### config.mk
export PLATFORM = sky130hd
export DESIGN_NAME = i2c_angle_responder_flat
export DESIGN_NICKNAME = d
export VERILOG_FILES = /design/src/rtl/i2c_angle_responder_if.sv /design/src/rtl/i2c_angle_responder.sv /design/src/flat_wrapper.sv
export SDC_FILE = /design/constraint.sdc
export NUM_CORES = 1
export LEC_CHECK = 0
export BUFFER_PORTS_ARGS = -buffer_cell sky130_fd_sc_hd__buf_2
export CAP_MARGIN = 20
export CORE_MARGIN = 1
export CORE_UTILIZATION = 45
export CTS_CLUSTER_DIAMETER = 80
export DETAILED_ROUTE_END_ITERATION = 8
export PLACE_DENSITY = 0.65
export SLEW_MARGIN = 30
export SYNTH_ARGS = -nofsm -noshare
export SYNTH_HDL_FRONTEND = slang
export SYNTH_SLANG_ARGS = --single-unit
### constraint.sdc
create_clock -name clock -period 4.9 [get_ports clock]
set_clock_uncertainty 0.15 [all_clocks]
set_input_delay 0.245 -clock clock [delete_from_list [all_inputs] [get_ports clock]]
set_output_delay 0.245 -clock clock [all_outputs]
set_load 0.01 [all_outputs]
### src/rtl/i2c_angle_responder_if.sv
// Open-drain I2C bus bundle: scl from the master, sda as the resolved line level,
// and sda_oe as the target's pull-down request (line is low whenever any agent pulls).
interface i2c_angle_responder_if;
    logic scl;
    logic sda;
    logic sda_oe;

    modport master (output scl, output sda, input sda_oe);
    modport slave  (input scl, input sda, output sda_oe);
endinterface

### src/rtl/i2c_angle_responder.sv
// AS5600-style I2C target serving a 12-bit angle, oversampling SCL/SDA in the clock domain.
// Optional: define I2C_ANGLE_GLITCH_FILTER_EN for a 3-sample majority filter on SCL/SDA.
module i2c_angle_responder #(
    parameter logic [6:0] DEV_ADDR    = 7'h36,
    parameter int         SYNC_STAGES = 2
) (
    input  logic                        clock,
    input  logic                        reset_n,
    input  logic [11:0]                 raw_angle,
    input  logic                        magnet_ok,
    i2c_angle_responder_if.slave        bus,
    output logic                        addr_hit,
    output logic                        rd_done,
    output logic                        busy
);

    typedef enum logic [3:0] {
        IDLE, ADDR, ADDR_ACK, PTR, PTR_ACK, WDATA, WDATA_ACK, RDATA, RACK_CHK, WAIT_STOP
    } state_t;

    function automatic logic [7:0] reg_rd(input logic [7:0] a, input logic [11:0] sh,
                                          input logic mok);
        logic [7:0] v;
        v = 8'h00;
        case (a)
            8'h0B:        v = {2'b00, mok, 5'b00000};
            8'h0C, 8'h0E: v = {4'h0, sh[11:8]};
            8'h0D, 8'h0F: v = sh[7:0];
            default:      v = 8'h00;
        endcase
        return v;
    endfunction

    logic [SYNC_STAGES-1:0] scl_sync_q, sda_sync_q;
    logic scl_s, sda_s, scl_c, sda_c;
    logic scl_prev_q, sda_prev_q;

    // Idle bus is high, so synchronizers reset to 1 to avoid phantom edges after reset.
    always_ff @(posedge clock or negedge reset_n) begin
        if (!reset_n) begin
            scl_sync_q <= '1;
            sda_sync_q <= '1;
        end else begin
            scl_sync_q <= {scl_sync_q[SYNC_STAGES-2:0], bus.scl};
            sda_sync_q <= {sda_sync_q[SYNC_STAGES-2:0], bus.sda};
        end
    end

    assign scl_s = scl_sync_q[SYNC_STAGES-1];
    assign sda_s = sda_sync_q[SYNC_STAGES-1];

`ifdef I2C_ANGLE_GLITCH_FILTER_EN
    function automatic logic maj3(input logic a, input logic b, input logic c);
        return (a & b) | (a & c) | (b & c);
    endfunction

    logic [1:0] scl_hist_q, sda_hist_q;
    logic       scl_flt_q, sda_flt_q;

    always_ff @(posedge clock or negedge reset_n) begin
        if (!reset_n) begin
            scl_hist_q <= '1;
            sda_hist_q <= '1;
            scl_flt_q  <= 1'b1;
            sda_flt_q  <= 1'b1;
        end else begin
            scl_hist_q <= {scl_hist_q[0], scl_s};
            sda_hist_q <= {sda_hist_q[0], sda_s};
            scl_flt_q  <= maj3(scl_s, scl_hist_q[0], scl_hist_q[1]);
            sda_flt_q  <= maj3(sda_s, sda_hist_q[0], sda_hist_q[1]);
        end
    end

    assign scl_c = scl_flt_q;
    assign sda_c = sda_flt_q;
`else
    assign scl_c = scl_s;
    assign sda_c = sda_s;
`endif

    always_ff @(posedge clock or negedge reset_n) begin
        if (!reset_n) begin
            scl_prev_q <= 1'b1;
            sda_prev_q <= 1'b1;
        end else begin
            scl_prev_q <= scl_c;
            sda_prev_q <= sda_c;
        end
    end

    logic scl_rise, scl_fall, start_det, stop_det;
    assign scl_rise  = scl_c & ~scl_prev_q;
    assign scl_fall  = ~scl_c & scl_prev_q;
    assign start_det = scl_c & scl_prev_q & sda_prev_q & ~sda_c;
    assign stop_det  = scl_c & scl_prev_q & ~sda_prev_q & sda_c;

    state_t      state_q;
    logic [2:0]  cnt_q;
    logic [7:0]  shift_q;
    logic [7:0]  ptr_q;
    logic [11:0] shadow_q;
    logic [6:0]  tx_q;
    logic        rw_q, ack_on_q, rd_xfer_q;
    logic        sda_oe_q, addr_hit_q, rd_done_q, busy_q;
    logic [7:0]  rd_byte;

    // shadow_q is already refreshed by the time the first read byte is loaded.
    assign rd_byte = reg_rd(ptr_q, shadow_q, magnet_ok);

    always_ff @(posedge clock or negedge reset_n) begin
        if (!reset_n) begin
            state_q    <= IDLE;
            cnt_q      <= 3'd0;
            shift_q    <= 8'h00;
            ptr_q      <= 8'h00;
            shadow_q   <= 12'h000;
            tx_q       <= 7'h00;
            rw_q       <= 1'b0;
            ack_on_q   <= 1'b0;
            rd_xfer_q  <= 1'b0;
            sda_oe_q   <= 1'b0;
            addr_hit_q <= 1'b0;
            rd_done_q  <= 1'b0;
            busy_q     <= 1'b0;
        end else begin
            addr_hit_q <= 1'b0;
            rd_done_q  <= 1'b0;
            if (start_det) begin
                state_q  <= ADDR;
                cnt_q    <= 3'd0;
                ack_on_q <= 1'b0;
                sda_oe_q <= 1'b0;
                busy_q   <= 1'b0;
            end else if (stop_det) begin
                state_q   <= IDLE;
                ack_on_q  <= 1'b0;
                sda_oe_q  <= 1'b0;
                busy_q    <= 1'b0;
                rd_done_q <= rd_xfer_q;
                rd_xfer_q <= 1'b0;
            end else begin
                case (state_q)
                    ADDR, PTR, WDATA: begin
                        if (scl_rise) begin
                            shift_q <= {shift_q[6:0], sda_c};
                            cnt_q   <= cnt_q + 3'd1;
                            if (cnt_q == 3'd7) begin
                                ack_on_q <= 1'b0;
                                if (state_q == ADDR) begin
                                    rw_q    <= sda_c;
                                    state_q <= (shift_q[6:0] == DEV_ADDR) ? ADDR_ACK : WAIT_STOP;
                                end else begin
                                    state_q <= (state_q == PTR) ? PTR_ACK : WDATA_ACK;
                                end
                            end
                        end
                    end
                    // First fall after the 8th bit asserts ACK, the next fall ends it.
                    ADDR_ACK: begin
                        if (scl_fall) begin
                            if (!ack_on_q) begin
                                ack_on_q   <= 1'b1;
                                sda_oe_q   <= 1'b1;
                                addr_hit_q <= 1'b1;
                                busy_q     <= 1'b1;
                                rd_xfer_q  <= rw_q;
                                if (rw_q) shadow_q <= raw_angle;
                            end else begin
                                ack_on_q <= 1'b0;
                                cnt_q    <= 3'd0;
                                if (rw_q) begin
                                    tx_q     <= rd_byte[6:0];
                                    sda_oe_q <= ~rd_byte[7];
                                    state_q  <= RDATA;
                                end else begin
                                    sda_oe_q <= 1'b0;
                                    state_q  <= PTR;
                                end
                            end
                        end
                    end
                    PTR_ACK, WDATA_ACK: begin
                        if (scl_fall) begin
                            if (!ack_on_q) begin
                                ack_on_q <= 1'b1;
                                sda_oe_q <= 1'b1;
                                if (state_q == PTR_ACK) ptr_q <= shift_q;
                            end else begin
                                ack_on_q <= 1'b0;
                                sda_oe_q <= 1'b0;
                                cnt_q    <= 3'd0;
                                if (state_q == WDATA_ACK) ptr_q <= ptr_q + 8'd1;
                                state_q  <= WDATA;
                            end
                        end
                    end
                    RDATA: begin
                        if (scl_rise) begin
                            cnt_q <= cnt_q + 3'd1;
                            if (cnt_q == 3'd7) begin
                                ptr_q    <= ptr_q + 8'd1;
                                ack_on_q <= 1'b0;
                                state_q  <= RACK_CHK;
                            end
                        end else if (scl_fall) begin
                            sda_oe_q <= ~tx_q[6];
                            tx_q     <= {tx_q[5:0], 1'b0};
                        end
                    end
                    // ack_on_q here records that the master ACKed and wants another byte.
                    RACK_CHK: begin
                        if (scl_fall) begin
                            if (ack_on_q) begin
                                ack_on_q <= 1'b0;
                                cnt_q    <= 3'd0;
                                tx_q     <= rd_byte[6:0];
                                sda_oe_q <= ~rd_byte[7];
                                state_q  <= RDATA;
                            end else begin
                                sda_oe_q <= 1'b0;
                            end
                        end else if (scl_rise) begin
                            if (!sda_c) ack_on_q <= 1'b1;
                            else        state_q  <= WAIT_STOP;
                        end
                    end
                    WAIT_STOP: sda_oe_q <= 1'b0;
                    default:   state_q  <= IDLE;
                endcase
            end
        end
    end

    assign bus.sda_oe = sda_oe_q;
    assign addr_hit   = addr_hit_q;
    assign rd_done    = rd_done_q;
    assign busy       = busy_q;

endmodule

### src/flat_wrapper.sv
// flat-port wrapper written by rule: the top's interface ports become plain ports
module i2c_angle_responder_flat 
#(
    parameter logic [6:0] DEV_ADDR    = 7'h36,
    parameter int         SYNC_STAGES = 2
)
  (clock, reset_n, raw_angle, magnet_ok, addr_hit, rd_done, busy, bus_scl, bus_sda, bus_sda_oe);
  i2c_angle_responder_if bus_i ();
  input  logic clock;
  input  logic reset_n;
  input  logic [11:0] raw_angle;
  input  logic magnet_ok;
  output logic addr_hit;
  output logic rd_done;
  output logic busy;
  input wire logic [$bits(bus_i.scl)-1:0] bus_scl;
  input wire logic [$bits(bus_i.sda)-1:0] bus_sda;
  output wire logic [$bits(bus_i.sda_oe)-1:0] bus_sda_oe;
  assign bus_i.scl = bus_scl;
  assign bus_i.sda = bus_sda;
  assign bus_sda_oe = bus_i.sda_oe;
  i2c_angle_responder #(.DEV_ADDR(DEV_ADDR), .SYNC_STAGES(SYNC_STAGES)) u_core (.clock(clock), .reset_n(reset_n), .raw_angle(raw_angle), .magnet_ok(magnet_ok), .bus(bus_i), .addr_hit(addr_hit), .rd_done(rd_done), .busy(busy));
endmodule
After elaboration in Yosys (flattened, before gate mapping)

Index checks and enable logic that the tools add are counted.

Output and inout port bits: 4
Bits in registers: 55
Logic and storage cells: 191
Bits of input ports: 17

Add/subtract/negate cells: 2
Bitwise operators: 16
Muxes and demuxes: 76
Reduce and logical (&&, ||, !) cells: 27
Eq/ne operators: 53

Operator list:

| operator                                                                | count |
|---|---|
| 4-bit 2-to-1 mux                                                        | 16 |
| 4-bit by 1-bit inequality test with 1-bit output, second input constant | 13 |
| 7-bit 2-to-1 mux                                                        | 7 |
| 8-bit 2-to-1 mux                                                        | 6 |
| 8-bit by 4-bit equality test with 1-bit output, second input constant   | 5 |
| 1-bit 2-to-1 mux                                                        | 33 |
| 4-bit case mux with 6 select lines                                      | 1 |
| 8-bit case mux with 3 select lines                                      | 1 |
| 6-bit AND reduction                                                     | 4 |
| 2-bit by 1-bit inequality test with 1-bit output, second input constant | 11 |
| 7-bit case mux with 3 select lines                                      | 1 |
| 3-bit 2-to-1 mux                                                        | 6 |
| 3-bit by 1-bit inequality test with 1-bit output, second input constant | 6 |
| 4-bit by 3-bit equality test with 1-bit output, second input constant   | 4 |
| 8-bit case mux with 2 select lines                                      | 1 |
| 12-bit AND reduction                                                    | 1 |
| 3-bit nonzero test                                                      | 4 |
| 5-bit by 1-bit inequality test with 1-bit output, second input constant | 2 |
| 5-bit inequality test, second input constant                            | 2 |
| 10-bit AND reduction                                                    | 1 |
| 1-bit inverter                                                          | 9 |
| 8-bit by 1-bit adder with 8-bit output, second input constant           | 1 |
| 4-bit by 2-bit equality test with 1-bit output, second input constant   | 2 |
| 4-bit equality test, second input constant                              | 2 |
| other kinds (22)                                                        | 35 |

Longest topological paths before layout

Depth in word-level cells: 10
Mapped depth: 8
Gate-level depth less buffers: 7

Least setup slack after synthesis

OpenSTA, ideal clock, no wires.

Path kind: register -> register
Start point: register u_core.sda_sync_q[1]
End point: register u_core.state_q[0]
Path slack: 2.747 ns
Library setup time: 0.125 ns
Buffers on the path: 1
Period minus slack after synthesis: 2.153 ns
Data required time: 4.625 ns
Cell stages (with the launch flop): 7
Arrival time: 1.878 ns
Path through: dfstp_2 -> buf_6 -> xnor2_1 -> or2_4 -> and3_4 -> or3_4 -> mux2_4

Cells in the longest elaborated chain, start to end: 4
Elaborated cells between the ends (all ways): 18
Classes of those cells: eq/ne: 12; mux: 2; bitwise: 3; reduce/logical: 1

Ends and longest elaborated chain:

| what                                                                                      | line                       | RTL |
|---|---|---|
| start, declared                                                                           | i2c_angle_responder.sv:34  | `logic [SYNC_STAGES-1:0] scl_sync_q, sda_sync_q;` |
| start signal, assigned                                                                    | i2c_angle_responder.sv:45  | `sda_sync_q <= {sda_sync_q[SYNC_STAGES-2:0], bus.sda};` |
| 1-bit inverter                                                                            | i2c_angle_responder.sv:94  | `assign start_det = scl_c & scl_prev_q & sda_prev_q & ~sda_c;` |
| 1-bit bitwise AND                                                                         | i2c_angle_responder.sv:94  |  |
| 5-bit by 1-bit inequality test with 1-bit output (no source line) (tied with other cells) | --                         |  |
| 12-bit AND reduction (no source line)                                                     | --                         |  |
| end signal, assigned                                                                      | i2c_angle_responder.sv:151 | `state_q <= (shift_q[6:0] == DEV_ADDR) ? ADDR_ACK : WAIT_STOP;` |
| end signal, assigned                                                                      | i2c_angle_responder.sv:153 | `state_q <= (state_q == PTR) ? PTR_ACK : WDATA_ACK;` |
| end, declared                                                                             | i2c_angle_responder.sv:97  | `state_t state_q;` |

Parallel ways exist; a longest one is shown, timed or not.
A chain may end at the register's enable or synchronous reset.

Worst setup path after layout

Start point: register u_core.scl_prev_q
End point: register u_core.ptr_q[6]

Cells in the longest elaborated chain, start to end: 5
Elaborated cells between the ends (all ways): 13
Classes of those cells: eq/ne: 2; bitwise: 10; reduce/logical: 1

Ends and longest elaborated chain:

| what                                                      | line                                                 | RTL |
|---|---|---|
| start, declared                                           | i2c_angle_responder.sv:36                            | `logic scl_prev_q, sda_prev_q;` |
| start signal, assigned                                    | i2c_angle_responder.sv:86                            | `scl_prev_q <= scl_c;` |
| 1-bit bitwise AND                                         | i2c_angle_responder.sv:94, i2c_angle_responder.sv:95 |  |
| 1-bit bitwise AND, on equally long branches (2 in series) | i2c_angle_responder.sv:94, i2c_angle_responder.sv:95 |  |
| 1-bit inverter (no source line)                           | --                                                   |  |
| 8-bit AND reduction (no source line) (*)                  | --                                                   |  |
| end signal, assigned                                      | i2c_angle_responder.sv:187                           | `if (state_q == PTR_ACK) ptr_q <= shift_q;` |
| end signal, assigned                                      | i2c_angle_responder.sv:192                           | `if (state_q == WDATA_ACK) ptr_q <= ptr_q + 8'd1;` |
| end signal, assigned                                      | i2c_angle_responder.sv:201                           | `ptr_q <= ptr_q + 8'd1;` |
| end, declared                                             | i2c_angle_responder.sv:100                           | `logic [7:0] ptr_q;` |

Mark *: on every way between the ends. The rest lies on a longest branch, timed or not.

==> out/results.ini <==
[detailed_routing]
viasPerCell=5.722
route.detailed.drc=0
first_pass_iters=6
ant_nets=0
via_count=2323
wirelength_um=5976
drtIter0Drc=168
wl_per_cell_um=14.72

[cells_and_area]
fin_cells=406
syn2layout_area_growth_pct=9.731
layout_commonest_cell=dfrtp_1
drive_gt1_frac=0.2188
fin_area_um2=3372
final_cell_mix=dfrtp_1 (49), nand2_1 (28), nor2_1 (25), mux2_2 (24), buf_2 (20)
n_antenna_cell=0
nets=351

[grt]
antenna_found_initial=0
grt_pass1_vias=2161
grt_pass1_wl_um=10290
grt_remaining_overflow=0
grt_use_total=0.1796
grt_max_degree=56

[logic_synthesis]
avgSynthCellArea_um2=9.945
synth_top_flop_cell=dfrtp_1
syn-instance-count=309
synthDistinctLibCells=55
yosysWarnings=0
synth_edf_count=0
synth_area_um2=3073
synth_nets=332
ys_seq_area_frac=0.4503
synthArstFlopShare=1.000
synth-seq-cells=55

[critical_path]
path_cells=nor2b_1 > nand2_1 > a211oi_2 > o21ai_0 > a22o_1
worstSetupStartpointType=register
cp_max_fo=16
cp.arrival_ns=2.84
path_class=register to register
critPathMaxStageDelay_ns=0.78
slowest_stage=a211oi_2
required_ns=4.96
reg2reg_depth=5
crit_path_end_kind=register

[pwr]
p_seq_frac=0.471
total_power_w=0.001559
cellLeakagePower_nw=1.438
swShare=0.3902
comb_power_share=0.355
power.share.clock=0.175
p_int_w=0.0009506
power_density_nw_per_um2=462.3
vdd_drop_max_mv=0.1803
power_switching_w=0.0006083

[min_path]
hold_depth=2
hp-class=input pin to register

[placement]
place_area_um2=3149
gp_congestion=0.8629
dp.cells=386
hpwl_um=4048
port_buffers=20

[sta]
fmax_mhz=359.9
fin_crit_ns=2.779
hold_viol_final=0
post-route-period-util=0.5671
drv_slew=0
grt_setup_unrepaired=no
fin_hold_ws_ns=0.01019
max_slew_margin=0.3763
worstMarginPinSlew_ns=0.9336
setup-violations-final=0
tns_ns=0

[clock_tree]
post-cts-setup-buffers=0
tritoncts=done
clk_path_buf_depth=2
htree_levels=2
cts.sinks=55
cts_resized=0
clock_latency_ns=0.31
cts_root_buf=clkbuf_8
clk_pin_slew_ns=0.11
cts_buffers=5

[run]
cap_violations=0

[status]
status=finished clean

[floorplanning]
coreArea_um2=6459
dieArea_um2=7163
ios=21
initial_utilization=0.4758
rows=29
die_height_um=84.64
die_x_um=84.64

-- layer usage --
layer,GRT usage,wire [um]
met1,0.2554,2868
met2,0.2868,2806
met3,0.03048,253
met4,0.04468,48
met5,0,0
-- area by class of cell --
type,instances,area (um^2)
clock buffers,5,68.82
repair buffers,33,227.7
flip-flops and latches,55,1384
well taps,77,96.34
fillers,579,3087
multi-input cells,227,1539
inverters,6,22.52
clock inverters,3,33.78
-- cells in the mapped netlist (3+ instances only) --
cell / n / area [um^2]
nand3_1: 9 / 45.04
o21a_1: 6 / 45.04
xnor2_1: 3 / 26.28
o211ai_1: 4 / 30.03
inv_1: 6 / 22.52
clkbuf_1: 6 / 22.52
a22o_1: 4 / 35.03
and3_1: 7 / 43.79
a31oi_1: 6 / 37.54
mux2_2: 24 / 270.3
buf_6: 4 / 45.04
a22oi_1: 8 / 60.06
and4b_1: 3 / 30.03
o22ai_1: 5 / 31.28
mux2_4: 3 / 45.04
nor2_1: 25 / 93.84
dfrtp_1: 49 / 1226
buf_2: 7 / 35.03
ha_1: 6 / 75.07
o21ai_0: 18 / 90.09
a21oi_1: 18 / 90.09
nor2b_1: 5 / 31.28
nand2b_1: 4 / 25.02
nand2_1: 28 / 105.1
nor3_1: 6 / 30.03
dfstp_2: 6 / 157.7
-- kinds of logic after synthesis --
family / synth area share
xor gates and xnor gates: 0.008552
muxes: 0.1091
adders and majority gates: 0.02443
buffers and inverters: 0.04886
DFF: 0.4503
AOI/OAI and AO/OA: 0.1731
and+or+nand+nor: 0.1857
-- sequential cells by signal, indices dropped and copies added, names as in the netlist, 2 cells and up --
signal and count:
u_core.scl_sync_q 2, u_core.shift_q 8, u_core.sda_sync_q 2, u_core.ptr_q 8
u_core.state_q 4, u_core.shadow_q 12, u_core.tx_q 7, u_core.cnt_q 3
-- worst max-delay path, delay by kind of cell (launching register included) --
| family | cells | cell delay (ns) |
|---|---|---|
| compound gates | 3 | 1.27 |
| flops | 1 | 0.62 |
| simple gates | 2 | 0.64 |
-- power groups by stage --
stage	clock, W	combinational [W]	sequential, W
after floorplan	0	0.000550	0.000651
after global placement	0	0.000543	0.000734
after detailed placement	0	0.000547	0.000738
after CTS	0.000285	0.000556	0.000730
after global routing	0.000297	0.000622	0.000757
final	0.000272	0.000553	0.000734
-- timing repair --
action	CTS	global route
hold endpoints to repair	60	0
hold buffers	12	0
endpoints found under the setup margin	0	0
-- path summary, 6_finish.rpt --
check | start | end | slack (ns)
worst max-delay path | u_core.scl_prev_q | u_core.ptr_q[6] | 2.12
worst min-delay path | raw_angle[2] | u_core.shadow_q[2] | 0.01
worst max register to register | u_core.scl_prev_q | u_core.ptr_q[6] | 2.12
worst min register to register | u_core.scl_sync_q[0] | u_core.scl_sync_q[1] | 0.22
max in group asynchronous | reset_n | u_core.ptr_q[0] | 3.72
min in group asynchronous | reset_n | u_core.cnt_q[2] | 0.42
-- through the flow --
step | utilization | worst slack (ns)
final | 0.5221 | 2.121
after global routing | 0.5221 | 1.846
after CTS | 0.5221 | 2.122
after detailed placement | 0.4876 | 2.130
after global placement | 0.4876 | 2.194
after floorplan | - | 2.747
Power figures use the tool's default switching activity.
